[config.mk]
export PLATFORM = sky130hd
export DESIGN_NAME = control_stage
export DESIGN_NICKNAME = d
export VERILOG_FILES = /design/src/rtl/control_stage.sv
export SDC_FILE = /design/constraint.sdc
export NUM_CORES = 1
export LEC_CHECK = 0
export CAP_MARGIN = 40
export CORE_MARGIN = 5
export CORE_UTILIZATION = 40
export DETAILED_ROUTE_END_ITERATION = 6
export GPL_TIMING_DRIVEN = 0
export HOLD_SLACK_MARGIN = 0.05
export PLACE_DENSITY = 0.79
export SETUP_SLACK_MARGIN = 0.05
export SYNTH_ARGS = -nofsm -noshare
export SYNTH_HDL_FRONTEND = slang
export SYNTH_SLANG_ARGS = --single-unit
[constraint.sdc]
create_clock -name CLK -period 2.75 [get_ports CLK]
set_input_delay 0.275 -clock CLK [delete_from_list [all_inputs] [get_ports CLK]]
set_output_delay 0.275 -clock CLK [all_outputs]
set_load 0.02 [all_outputs]
[src/rtl/control_stage.sv]
// -----------------------------------------------------------------------------
// control_stage
//
// Decode-and-issue stage of the pipelined RV32 core. The instruction held in
// the IF/ID register is decoded into the core's control word, and that word is
// registered into the ID/EX pipeline register. This stage also handles:
//   - load-use hazards: one bubble is inserted, and PC and IF/ID hold;
//   - taken branches and jumps: IF/ID is flushed and a bubble is inserted;
//   - multi-cycle M-extension ops: ID/EX holds while the op occupies EX.
//
// Parameters
//   ALU_OP_W    width of the ALU operation class code
//   EN_MEXT     1 = decode RV32M (R-type, FUNC7=0000001); 0 = such are illegal
//   MULDIV_LAT  total EX cycles occupied by an M-extension op (1..15)
//
// Ports
//   CLK, RESET           clock; synchronous active-high reset
//   IF_ID_VALID, INSTR   IF/ID register contents
//   BRANCH_TAKEN         EX-stage branch/jump resolved taken this cycle
//   STALL, FLUSH         combinational hold / invalidate for PC and IF/ID
//   EX_*                 registered ID/EX control word
//   DBG_STATE, DBG_CNT   FSM state (1 = MD_WAIT) and occupancy counter
//
// Flow control
//   The upstream PC and IF/ID registers consume the IF/ID instruction on a
//   rising edge only when STALL=0 and FLUSH=0. When STALL=1 they hold. When
//   FLUSH=1 the IF/ID contents are discarded. The two outputs are never both
//   high in the same cycle.
// -----------------------------------------------------------------------------
module control_stage #(
    parameter int ALU_OP_W   = 3,
    parameter int EN_MEXT    = 1,
    parameter int MULDIV_LAT = 4
) (
    input  logic                CLK,
    input  logic                RESET,
    input  logic                IF_ID_VALID,
    input  logic [31:0]         INSTR,
    input  logic                BRANCH_TAKEN,
    output logic                STALL,
    output logic                FLUSH,
    output logic                EX_VALID,
    output logic                EX_WRITE_ENABLE,
    output logic                EX_MEM_WRITE,
    output logic                EX_MEM_READ,
    output logic                EX_BRANCH,
    output logic                EX_JUMP,
    output logic                EX_MUX_1_IMM_SELECT,
    output logic                EX_MUX_2_PC_SELECT,
    output logic                EX_MUX_3_JAL_SELECT,
    output logic                EX_MUX_4_DATA_MEM_SELECT,
    output logic [ALU_OP_W-1:0] EX_ALU_OP,
    output logic [4:0]          EX_RD,
    output logic [2:0]          EX_FUNC3,
    output logic                EX_MULDIV,
    output logic                EX_ILLEGAL,
    output logic                DBG_STATE,
    output logic [3:0]          DBG_CNT
);

    // Major opcodes.
    localparam logic [6:0] OP_R      = 7'b0110011;
    localparam logic [6:0] OP_LOAD   = 7'b0000011;
    localparam logic [6:0] OP_JALR   = 7'b1100111;
    localparam logic [6:0] OP_IMM    = 7'b0010011;
    localparam logic [6:0] OP_STORE  = 7'b0100011;
    localparam logic [6:0] OP_LUI    = 7'b0110111;
    localparam logic [6:0] OP_AUIPC  = 7'b0010111;
    localparam logic [6:0] OP_BRANCH = 7'b1100011;
    localparam logic [6:0] OP_JAL    = 7'b1101111;

    localparam logic [6:0] F7_ZERO   = 7'b0000000;
    localparam logic [6:0] F7_ALT    = 7'b0100000;
    localparam logic [6:0] F7_MULDIV = 7'b0000001;

    // ALU operation classes.
    localparam logic [ALU_OP_W-1:0] ALU_RTYPE  = ALU_OP_W'(3'b000);
    localparam logic [ALU_OP_W-1:0] ALU_LOAD   = ALU_OP_W'(3'b001);
    localparam logic [ALU_OP_W-1:0] ALU_JALR   = ALU_OP_W'(3'b010);
    localparam logic [ALU_OP_W-1:0] ALU_OPIMM  = ALU_OP_W'(3'b011);
    localparam logic [ALU_OP_W-1:0] ALU_ADDR   = ALU_OP_W'(3'b100);
    localparam logic [ALU_OP_W-1:0] ALU_LUI    = ALU_OP_W'(3'b101);
    localparam logic [ALU_OP_W-1:0] ALU_MULDIV = ALU_OP_W'(3'b110);

    // On entry to MD_WAIT the counter is loaded with the number of
    // cycles that remain after the issue cycle.
    localparam logic [3:0] MD_CNT_INIT = 4'(MULDIV_LAT - 1);

    typedef enum logic {
        ST_RUN     = 1'b0,
        ST_MD_WAIT = 1'b1
    } state_t;

    typedef struct packed {
        logic                valid;
        logic                we;
        logic                mem_write;
        logic                mem_read;
        logic                branch;
        logic                jump;
        logic                mux1;
        logic                mux2;
        logic                mux3;
        logic                mux4;
        logic [ALU_OP_W-1:0] alu_op;
        logic [4:0]          rd;
        logic [2:0]          func3;
        logic                muldiv;
        logic                illegal;
    } ctrl_t;

    // Instruction fields.
    logic [6:0] opcode;
    logic [4:0] rd;
    logic [2:0] func3;
    logic [4:0] rs1;
    logic [4:0] rs2;
    logic [6:0] func7;

    assign opcode = INSTR[6:0];
    assign rd     = INSTR[11:7];
    assign func3  = INSTR[14:12];
    assign rs1    = INSTR[19:15];
    assign rs2    = INSTR[24:20];
    assign func7  = INSTR[31:25];

    state_t     state_q;
    logic [3:0] cnt_q;
    ctrl_t      ex_q;

    ctrl_t      ctrl_d;
    logic       rs1_used;
    logic       rs2_used;
    logic       legal;
    logic       load_use;
    logic       in_run;

    // -------------------------------------------------------------------------
    // Decode
    // -------------------------------------------------------------------------
    always_comb begin
        ctrl_d   = '0;
        rs1_used = 1'b0;
        rs2_used = 1'b0;
        legal    = 1'b1;

        unique case (opcode)
            OP_R: begin
                rs1_used = 1'b1;
                rs2_used = 1'b1;
                if (func7 == F7_MULDIV) begin
                    if (EN_MEXT != 0) begin
                        ctrl_d.we     = 1'b1;
                        ctrl_d.alu_op = ALU_MULDIV;
                        ctrl_d.muldiv = 1'b1;
                    end else begin
                        legal = 1'b0;
                    end
                end else begin
                    ctrl_d.we     = 1'b1;
                    ctrl_d.alu_op = ALU_RTYPE;
                end
            end
            OP_LOAD: begin
                rs1_used = 1'b1;
                if (func3 inside {3'b000, 3'b001, 3'b010, 3'b100, 3'b101}) begin
                    ctrl_d.we       = 1'b1;
                    ctrl_d.mem_read = 1'b1;
                    ctrl_d.mux1     = 1'b1;
                    ctrl_d.mux4     = 1'b1;
                    ctrl_d.alu_op   = ALU_LOAD;
                end else begin
                    legal = 1'b0;
                end
            end
            OP_JALR: begin
                rs1_used = 1'b1;
                if (func3 == 3'b000) begin
                    ctrl_d.we     = 1'b1;
                    ctrl_d.mux3   = 1'b1;
                    ctrl_d.mux1   = 1'b1;
                    ctrl_d.jump   = 1'b1;
                    ctrl_d.alu_op = ALU_JALR;
                end else begin
                    legal = 1'b0;
                end
            end
            OP_IMM: begin
                rs1_used = 1'b1;
                // Shifts constrain FUNC7; every other FUNC3 except the two
                // shift codes is a plain immediate op.
                if ((func3 inside {3'b000, 3'b010, 3'b011, 3'b100, 3'b110, 3'b111}) ||
                    (func3 == 3'b001 && func7 == F7_ZERO) ||
                    (func3 == 3'b101 && (func7 == F7_ZERO || func7 == F7_ALT))) begin
                    ctrl_d.we     = 1'b1;
                    ctrl_d.mux1   = 1'b1;
                    ctrl_d.alu_op = ALU_OPIMM;
                end else begin
                    legal = 1'b0;
                end
            end
            OP_STORE: begin
                rs1_used = 1'b1;
                rs2_used = 1'b1;
                if (func3 <= 3'b010) begin
                    ctrl_d.mem_write = 1'b1;
                    ctrl_d.mux1      = 1'b1;
                    ctrl_d.alu_op    = ALU_ADDR;
                end else begin
                    legal = 1'b0;
                end
            end
            OP_LUI: begin
                ctrl_d.we     = 1'b1;
                ctrl_d.mux1   = 1'b1;
                ctrl_d.alu_op = ALU_LUI;
            end
            OP_AUIPC: begin
                ctrl_d.we     = 1'b1;
                ctrl_d.mux1   = 1'b1;
                ctrl_d.mux2   = 1'b1;
                ctrl_d.alu_op = ALU_ADDR;
            end
            OP_BRANCH: begin
                rs1_used = 1'b1;
                rs2_used = 1'b1;
                if (!(func3 inside {3'b010, 3'b011})) begin
                    ctrl_d.branch = 1'b1;
                    ctrl_d.mux1   = 1'b1;
                    ctrl_d.mux2   = 1'b1;
                    ctrl_d.alu_op = ALU_ADDR;
                end else begin
                    legal = 1'b0;
                end
            end
            OP_JAL: begin
                ctrl_d.jump   = 1'b1;
                ctrl_d.mux1   = 1'b1;
                ctrl_d.mux2   = 1'b1;
                ctrl_d.mux3   = 1'b1;
                ctrl_d.we     = 1'b1;
                ctrl_d.alu_op = ALU_ADDR;
            end
            default: begin
                legal = 1'b0;
            end
        endcase

        // An undecodable word carries no control bits, only the flag.
        if (!legal) begin
            ctrl_d         = '0;
            ctrl_d.illegal = 1'b1;
        end

        ctrl_d.valid = 1'b1;
        ctrl_d.rd    = rd;
        ctrl_d.func3 = func3;

        // An empty IF/ID slot decodes to a full bubble.
        if (!IF_ID_VALID) begin
            ctrl_d = '0;
        end
    end

    // -------------------------------------------------------------------------
    // Hazard detection and flow control
    // -------------------------------------------------------------------------
    // Loads to x0 produce nothing to forward, so they never stall.
    assign load_use = ex_q.valid && ex_q.mem_read && (ex_q.rd != 5'd0) && IF_ID_VALID &&
                      ((rs1_used && (rs1 == ex_q.rd)) || (rs2_used && (rs2 == ex_q.rd)));

    assign in_run = (state_q == ST_RUN);

    // A taken branch in RUN wins over load-use, so the two never coincide.
    // While in MD_WAIT the branch input is ignored.
    assign FLUSH = in_run && BRANCH_TAKEN;
    assign STALL = !in_run || (!BRANCH_TAKEN && load_use);

    // -------------------------------------------------------------------------
    // FSM and ID/EX register
    // -------------------------------------------------------------------------
    always_ff @(posedge CLK) begin
        if (RESET) begin
            state_q <= ST_RUN;
            cnt_q   <= 4'd0;
            ex_q    <= '0;
        end else begin
            unique case (state_q)
                ST_MD_WAIT: begin
                    // ID/EX holds while the M-op occupies EX.
                    cnt_q <= cnt_q - 4'd1;
                    if (cnt_q == 4'd1) begin
                        state_q <= ST_RUN;
                    end
                end
                default: begin
                    if (BRANCH_TAKEN || load_use) begin
                        ex_q <= '0;
                    end else begin
                        ex_q <= ctrl_d;
                        if (ctrl_d.muldiv && (MULDIV_LAT > 1)) begin
                            state_q <= ST_MD_WAIT;
                            cnt_q   <= MD_CNT_INIT;
                        end
                    end
                end
            endcase
        end
    end

    // -------------------------------------------------------------------------
    // Outputs
    // -------------------------------------------------------------------------
    assign EX_VALID                 = ex_q.valid;
    assign EX_WRITE_ENABLE          = ex_q.we;
    assign EX_MEM_WRITE             = ex_q.mem_write;
    assign EX_MEM_READ              = ex_q.mem_read;
    assign EX_BRANCH                = ex_q.branch;
    assign EX_JUMP                  = ex_q.jump;
    assign EX_MUX_1_IMM_SELECT      = ex_q.mux1;
    assign EX_MUX_2_PC_SELECT       = ex_q.mux2;
    assign EX_MUX_3_JAL_SELECT      = ex_q.mux3;
    assign EX_MUX_4_DATA_MEM_SELECT = ex_q.mux4;
    assign EX_ALU_OP                = ex_q.alu_op;
    assign EX_RD                    = ex_q.rd;
    assign EX_FUNC3                 = ex_q.func3;
    assign EX_MULDIV                = ex_q.muldiv;
    assign EX_ILLEGAL               = ex_q.illegal;

    assign DBG_STATE = (state_q == ST_MD_WAIT);
    assign DBG_CNT   = cnt_q;

endmodule
### Word-level counts from Yosys, hierarchy flattened

Cells that the tools add are included.

* add/sub/neg operators: 1
* $lt $le $gt $ge: 1
* eq/ne operators: 22
* muxes and demuxes: 38
* bitwise gates (word level): 1
* reduce and logical (&&, ||, !) cells: 30

Operator list (number)
* 23-bit 2-to-1 mux: 2
* 7-bit by 6-bit equality test with 1-bit output, second input constant: 4
* 3-bit case mux with 8 select lines: 1
* 22-bit 2-to-1 mux: 1
* 7-bit equality test, second input constant: 3
* 1-bit 2-to-1 mux: 17
* 4-bit 2-to-1 mux: 4
* 7-bit by 5-bit equality test with 1-bit output, second input constant: 2
* 3-bit equality test, second input constant: 4
* 1-bit case mux with 6 select lines: 2
* 5-bit equality test: 2
* 1-bit logical AND: 10
* 5-bit nonzero test: 2
* 3-bit 2-to-1 mux: 3
* 2-bit 2-to-1 mux: 4
* 7-bit by 1-bit equality test with 1-bit output, second input constant: 1
* 7-bit by 2-bit equality test with 1-bit output, second input constant: 1
* 7-bit zero test: 1
* 3-bit by 2-bit equality test with 1-bit output, second input constant: 2
* 1-bit logical OR: 6
* 1-bit case mux with 2 select lines: 3
* 6-bit nonzero test: 1
* 3-bit OR reduction: 2
* 6-bit OR reduction: 1
* other kinds (13): 14

* register bits: 28
* output and inout port bits: 30
* word-level logic and storage cells: 110

### Depth between registers and ports, before layout

Gate-level depths: netlist of run 1.

* word-level depth: 11
* depth in mapped cells: 8
* depth with buffers taken out: 6

### Least setup slack after synthesis of run 1

OpenSTA, ideal clock, no wires.

* path type: reg-to-output
* start: register ex_q, in the netlist EX_RD[3]
* end: output port STALL
* data arrival time: 1809 ps
* required time: 2475 ps
* setup slack: 666 ps
* cell stages (with the launch flop): 6
* path buffers: 0
* path through: dfxtp_1 xor2_1 or4_4 nor4_2 o21ai_2 o21bai_1

* word-level cells in the longest chain between the ends: 6
* elaborated cells between the ends (all ways): 11
* those cells by class: 2 x eq/ne; 9 x reduce/logical

RTL lines
* start, declared: RTL line 129 `ctrl_t ex_q;`
* start signal, assigned: RTL line 300 `ex_q <= ctrl_d;`
* 5-bit equality test or 5-bit nonzero test (tied branches): RTL line 270, 269
* 1-bit logical AND, on equally long branches: RTL line 270, 269
* 1-bit logical OR or 1-bit logical AND (tied branches): RTL line 270, 269
* 1-bit logical AND *: RTL line 269 `assign load_use = ex_q.valid && ex_q.mem_read && (ex_q.rd != 5'd0) && IF_ID_VALID &&`
* 1-bit logical AND *: RTL line 277 `assign STALL = !in_run || (!BRANCH_TAKEN && load_use);`
* 1-bit logical OR *: RTL line 277
* end, declared: RTL line 40 `output logic STALL,`

Every way passes the cells marked *; elsewhere a longest branch is shown, timed or not.

### Final worst setup path of run 1

* start: input port INSTR[3]
* end: output port STALL

* word-level cells in the longest chain between the ends: 8
* elaborated cells between the ends (all ways): 16
* those cells by class: 6 x eq/ne; 2 x mux; 8 x reduce/logical

RTL lines
* start, declared: RTL line 38 `input logic [31:0] INSTR,`
* 7-bit equality test (tied with other cells): RTL line 147 `unique case (opcode)`
* 6-bit OR reduction (no source line) or 3-bit OR reduction (tied branches)
* 1-bit 2-to-1 mux: RTL line 147
* 1-bit logical AND: RTL line 270 `((rs1_used && (rs1 == ex_q.rd)) || (rs2_used && (rs2 == ex_q.rd)));`
* 1-bit logical OR *: RTL line 270
* 1-bit logical AND *: RTL line 269
* 1-bit logical AND *: RTL line 277
* 1-bit logical OR *: RTL line 277

Marked as above.

==> Flow_metrics.wiki, run 1 <==
{| class="wikitable"
! Metric !! Value
|-
| Sequential share of the synthesized area || 0.374
|-
| # IOs || 66
|-
| Final Hold Viols || 0
|-
| Pre-CTS WS || -175 ps
|-
| Share of flip-flops with an asynchronous set or reset || 0
|-
| Drt pass-1 iters || 4
|-
| Instance count on the critical path || 7
|-
| Actual slew at the worst max-slew pin || 473 ps
|-
| Critical Path RT || 2480 ps
|-
| H-tree levels || 1
|-
| Buffering stage count on the worst path with inverters included || 2
|-
| Net count after synthesis || 199
|-
| Share of Yosys cell area claimed by the top area cell type || 0.374
|-
| Fill cell instance count of the final layout || about 330
|-
| Area taken by multi-input logic gates || 806 µm²
|-
| Launch instance of the worst register-to-register path || EX_RD[3]
|-
| Portion of the clock cycle consumed by the worst path in the final layout || 0.936
|-
| Die Area || 4760 µm²
|-
| Peak VDD IR || 0.155 mV
|-
| Count of cell types in the netlist || around 40
|-
| Total routing resource utilization after global routing || 0.158
|-
| Crit-path max cell delay || 490 ps
|-
| Post-synthesis area per instance || 8.65 µm²
|-
| Global route overflow || 0
|-
| Avg Vias per Cell || 5.16
|-
| Detailed placement HPWL || between 2000 and 3000 µm
|-
| Endpoint of the lowest-slack register-to-register path || EX_FUNC3[2]
|-
| Routability Congestion || around 0.76
|-
| Storage cell area || 520 µm²
|-
| Main flop type after synthesis || dfxtp_1
|-
| Critical path's top delay family || simple AND/OR/NAND/NOR gates
|-
| CTS sink count || 26
|-
| Count of buffers inserted at the top-level ports || 64
|-
| Setup repair after global routing missed its margin || false
|-
| Number of global-route vias before repair || 1405
|-
| Worst-path clk slew || 130 ps
|-
| Critical path data arrival time || ~2300 ps
|-
| Diode insertion count for antenna repair || 0
|-
| Pwr Total || 671 µW
|-
| ANT nets after route || 0
|-
| Area delta synth->final || 51.8%
|-
| Std-Cell Rows || 21
|-
| Post-synth EDFFs || 0
|-
| Clock tree from TritonCTS || built
|-
| Die height || 69.0 µm
|-
| Clk buf depth || 2
|-
| Root cell of the clock tree || clkbuf_4
|-
| Kind of path behind the tightest hold check || in -> reg
|-
| Critical-path cell with the highest stage delay || or4_4
|-
| Buffer count from post-CTS setup fixing || 0
|-
| Count of nets after finishing || 268
|-
| Count of maximum capacitance violations || 0
|-
| Total number of vias || 1414
|-
| Setup Crit Path Kind || in -> out
|-
| Number of buffers added by the clock tree synthesis step || 3
|-
| Setup-violating endpoint count in the final report || 0
|-
| Leakage power || 0.762 nW
|-
| Launching instance or port of the critical path || INSTR[3]
|-
| Die X-Extent || just under 70 µm
|-
| Core area || 3360 µm²
|-
| Starting utilization of the core area || 0.414
|-
| Crit path setup slack, layout || 176 ps
|-
| Worst setup skew after layout || 1.17 ps
|-
| Capturing instance or port of the critical path || STALL
|-
| Drt wl/cell || 13.6 µm
|-
| Startpoint type of the worst setup path || primary input
|-
| Critical path, cell by cell || clkdlybuf4s50_1, nand3b_4, or4_4, nor4_2, o21ai_2, o21bai_1, dlygate4sd2_1
|-
| Register-to-Register Path Depth || 7
|-
| Flop-to-flop setup slack || 680 ps
|-
| Pins over their slew limit || 0
|-
| Number of warnings printed during yosys synthesis || 0
|-
| Status || finished, final reports clean
|-
| Dominant cell type by area after synthesis || dfxtp_1
|-
| Synth Instances || 161
|-
| Ranking of synthesized cells by area || dfxtp_1, a22o_1, o21ai_0
|-
| Wirelength, routed || 3730 µm
|-
| Clock network latency to the later pin of the worst-skew pair || ~320 ps
|-
| Mapped Area || 1390 µm²
|-
| Post-synthesis register bit count || 26
|-
| Number of violations reported at the end of detailed-routing iteration 0 || 40
|-
| Fmax || 388 MHz
|-
| Global-route wire length before repair || 6280 µm
|-
| P per Cell Area || 317 nW/µm²
|-
| Maximum fanout count along the critical path || 6
|-
| Final min period || 2570 ps
|-
| Antenna violations before repair || 0
|-
| Residual DRC count || 0
|-
| Ratio of cells with drive above 1 in the final layout || 0.0746
|-
| Maximum number of pins on one net before global-route repair || 14
|-
| Relative slew margins || 0.682
|-
| Accumulated negative setup slack || 0 ps
|-
| CP endpoint kind || output pin
|}
-- where the power goes --
part	switching (mW)	internal, mW	leakage, nW
sequential	0.00491	0.381	0.210
clock	0.109	0.0514	0.0138
combinational	0.0505	0.0736	0.537
total	0.164	0.506	0.762
-- cells by family after synthesis --
kind of cell               Yosys count  synth area share
AOI/OAI and AO/OA                   40             0.202
xor gates and xnor gates            11            0.0692
adders and majority gates            2            0.0180
buffers and inverters               13            0.0485
DFF                                 26             0.374
and+or+nand+nor                     69             0.288
-- flip-flops by register name (all words and copies together) (netlist names) --
register and cells:
EX_MEM_WRITE 1, EX_MULDIV 1, EX_ALU_OP 3, EX_BRANCH 1, EX_WRITE_ENABLE 1, EX_VALID 1, EX_JUMP 1, EX_MUX_2_PC_SELECT 1
DBG_STATE 1, EX_MEM_READ 1, EX_MUX_1_IMM_SELECT 1, EX_ILLEGAL 1, EX_FUNC3 3, DBG_CNT 4, EX_RD 5
-- cells in the mapped netlist, drive strengths merged, types with 3 or more instances --
cell and n:
nor3b 3, nor3 9, clkbuf 3, nor4 4, nor2b 6, buf 6, inv 4, o21ai 14
a22o 9, nand2b 3, a21oi 5, nand3 6, xor2 7, dfxtp 26, nand2 17, xnor2 4
nor2 10
-- final cells by class --
cell class              instances  share of cell area
multi-input cells             122               0.381
repair buffers                 64               0.303
flip-flops and latches         26               0.246
well taps                      46              0.0272
plain buffers                   9              0.0249
clock buffers                   3              0.0107
inverters                       4             0.00710
-- worst min-delay path by stage --
stage | start | end | cells after the start
final | INSTR[6] | EX_MEM_WRITE | 4
after global routing | INSTR[6] | EX_MEM_WRITE | 4
after CTS | INSTR[6] | EX_MEM_WRITE | 4
after detailed placement | EX_MUX_2_PC_SELECT | EX_MUX_2_PC_SELECT | 2
after global placement | EX_BRANCH | EX_BRANCH | 2
after floorplan | RESET | EX_VALID | 1
-- tightest hold or removal path: cells and delay by family --
| kind | cells | cell delay (ps) |
|---|---|---|
| AOI/OAI and AO/OA | 2 | 160 |
| buffers and inverters | 1 | 180 |
| and+or+nand+nor | 1 | 90 |
-- cells in the final DEF, fill, tap and decap left out, drive strengths merged, types with 2 or more instances in the layout --
cell,instances
clkdlybuf4s50,63
dfxtp,26
nand2,17
o21ai,14
nor2,10
nor3,9
a22o,9
xor2,7
nor2b,6
nand3,6
clkbuf,6
buf,6
a21oi,5
inv,4
xnor2,4
nor4,4
nand2b,3
nor3b,3
nand4,2
nand4b,2
a32o,2
ha,2
or4,2
a2111oi,2
a31oi,2
-- through the flow --
stage	area [µm²]	util	instances	hold WS, ps
floorplan	1390	-	161	347
global placement	2090	0.622	271	439
detailed placement	2090	0.622	271	447
CTS	2110	0.628	274	399
global route	2110	0.628	274	482
finish	2110	0.628	274	418
-- timing repair --
action,4_1_cts,5_1_grt
endpoints found under the setup margin,1,0
hold buffers,0,0
endpoints found under the hold margin,0,0
gates resized for setup,2,0
-- metal layers --
metal	vias up	share of wire	GRT usage
met5	-	0	0
met4	0	0.015	0.0607
met3	5	0.099	0.0334
met2	55	0.45	0.254
met1	627	0.44	0.205
li1	727	-	-
Power figures use the tool's default switching activity.
==> run 2: changes to the inputs <==
Settings changed: CORE_MARGIN 5 to unset, SLEW_MARGIN set to 30.
==> run 2 against run 1 <==
Clock skew grew 6.1 ps. Sequential cell count is the same. Total power grew 5.6%. Routed wire length shrank 2.2%. Final area grew 0.71%. Worst setup slack gained 23 ps. Highest routed layer unchanged.
==> Flow_metrics.wiki, run 2 (synthesis gave the netlist of run 1 again) <==
{| class="wikitable"
! Metric !! Value
|-
| Status || finished, final reports clean
|-
| Final Hold Viols || 0
|-
| Endpoint of the lowest-slack register-to-register path || EX_FUNC3[1]
|-
| Launch instance of the worst register-to-register path || EX_RD[3]
|-
| Final design area excluding fillers || roughly 2100 µm²
|-
| Maximum number of pins on one net before global-route repair || 15
|-
| Crit path setup slack, layout || 198 ps
|-
| Setup-violating endpoint count in the final report || 0
|-
| Buffering stage count on the worst path with inverters included || 2
|-
| Avg Vias per Cell || 5.21
|-
| Wirelength, routed || 3650 µm
|-
| Number of global-route vias before repair || roughly 1300
|-
| Number of violations reported at the end of detailed-routing iteration 0 || 64
|-
| Routability Congestion || 0.870
|-
| Relative slew margins || 0.692
|-
| Global-route wire length before repair || between 5000 and 6000 µm
|-
| Register-to-Register Path Depth || 7
|-
| Fin Hold WS || 411 ps
|-
| Root cell of the clock tree || clkbuf_4
|-
| Number of buffers added by the clock tree synthesis step || 3
|-
| Die Area || 3720 µm²
|-
| Critical-path cell with the highest stage delay || or4_4
|-
| Share of the core filled with cells || 0.638
|-
| Starting utilization of the core area || 0.417
|-
| Pre-CTS WS || -180 ps
|-
| Critical path's top delay family || simple AND/OR/NAND/NOR gates
|-
| Ratio of cells with drive above 1 in the final layout || 0.0786
|-
| Fill cell instance count of the final layout || between 300 and 400
|-
| Count of cells along the worst hold path || 4
|-
| Pins over their slew limit || 0
|-
| Clock network latency to the later pin of the worst-skew pair || 330 ps
|-
| Count of buffers inserted at the top-level ports || 64
|-
| Die height || just over 60 µm
|-
| Antenna violations before repair || 0
|-
| Worst-path clk slew || 140 ps
|-
| Worst setup skew after layout || 7.29 ps
|-
| Std-Cell Rows || 21
|-
| Kind of path behind the tightest hold check || in -> reg
|-
| Global route overflow || 0
|-
| Count of maximum capacitance violations || 0
|-
| Clock tree from TritonCTS || built
|-
| Total number of vias || approximately 1400
|-
| Max FFs per register || 5
|-
| Residual DRC count || 0
|-
| P per Cell Area || 333 nW/µm²
|-
| Crit-path max cell delay || 490 ps
|-
| Startpoint type of the worst setup path || primary input
|-
| Diode insertion count for antenna repair || 0
|-
| Area taken by multi-input logic gates || 806 µm²
|-
| Setup Crit Path Kind || in -> out
|-
| Total routing resource utilization after global routing || 0.206
|-
| Die X-Extent || a little over 60 µm
|-
| Critical path data arrival time || 2280 ps
|-
| Maximum fanout count along the critical path || 6
|-
| Most common cell after layout, fill and taps aside || clkdlybuf4s50_1
|-
| Core area || 3340 µm²
|-
| ANT nets after route || 0
|-
| Storage cell area || around 520 µm²
|-
| Flop-to-flop setup slack || 670 ps
|-
| Detailed placement HPWL || 2840 µm
|-
| CTS sink count || 26
|-
| Area delta synth->final || 52.8%
|-
| Drt pass-1 iters || 4
|-
| Portion of the clock cycle consumed by the worst path in the final layout || 0.928
|-
| # IOs || 66
|-
| Clk buf depth || 2
|-
| Critical path, cell by cell || clkdlybuf4s50_1, nand3b_4, or4_4, nor4_2, o21ai_2, o21bai_1, clkdlybuf4s15_1
|-
| Hold Path Origin || INSTR[6]
|-
| Setup repair after global routing missed its margin || false
|-
| Count of nets after finishing || 268
|-
| Leakage power || approximately 0.77 nW
|-
| H-tree levels || 1
|-
| Drt wl/cell || 13.3 µm
|-
| Final min period || 2550 ps
|-
| Pwr Total || 708 µW
|-
| Worst-case hold path end point || EX_MEM_WRITE
|-
| Highest-count cells in the layout ignoring fill and taps || clkdlybuf4s50_1, dfxtp_1, nand2_1, o21ai_0, nor2_1
|-
| Total cell area at the placement stage || 2090 µm²
|-
| Fmax || 392 MHz
|-
| Actual slew at the worst max-slew pin || 450 ps
|-
| Peak VDD IR || 0.335 mV
|-
| Critical Path RT || 2480 ps
|-
| CP endpoint kind || output pin
|}
==> run 2: cell types whose count changed in the layout (fill, tap and decap cells not counted), sizes merged <==
cell and delta:
clkbuf +1, clkdlybuf4s15 +1, dlygate4sd2 -1
==> run 2: per-stage QoR <==
| step | std cells | TNS [ps] |
|---|---|---|
| CTS | 275 | 0 |
| floorplan | 161 | 0 |
| global route | 275 | 0 |
| detailed placement | 271 | -180 |
| global placement | 271 | -163 |
| finish | 275 | 0 |
==> run 2: area by class of cell <==
cell class                      count  share of cell area
Sequential cell                    26               0.245
Clock buffer                        4              0.0170
Tap cell                           46              0.0270
Timing Repair Buffer               64               0.301
Buffer                              9              0.0247
Inverter                            4             0.00705
Multi-Input combinational cell    122               0.379
==> run 2: worst max path at each step <==
stage,depth (start not counted),start,slack [ps],to
3_5_place_dp,7,INSTR[2],-180,STALL
2_1_floorplan,5,EX_RD[3],670,STALL
3_3_place_gp,7,INSTR[2],-160,STALL
5_1_grt,7,INSTR[3],50,STALL
6_report,7,INSTR[3],200,STALL
4_1_cts,7,INSTR[3],160,STALL
==> run 2: power by group <==
group,switching (mW),internal [mW]
clock network,0.115,0.0811
registers,0.00513,0.382
logic,0.0515,0.0737
==> run 2: timing repair <==
item	in CTS	in global routing
gates resized for setup	2	1
pin swaps	0	0
gates cloned	0	0
hold buffers	0	0
buffers inserted	0	0
setup endpoints to repair	1	1
==> run 2: per-layer routing <==
layer	vias up	routed length [µm]	GRT usage
li1	727	-	-
met1	642	1610	0.262
met2	62	1710	0.355
met3	2	307	0.0512
met4	0	21	0.0422
met5	-	0	0
==> run 2: worst register-to-register path, delay by kind of cell, from the launching register on <==
| kind | cells | cell delay, ps |
|---|---|---|
| compound gates | 2 | 390 |
| buf+inv | 1 | 130 |
| flops | 1 | 390 |
| xor+xnor | 1 | 180 |
| simple gates | 3 | 890 |
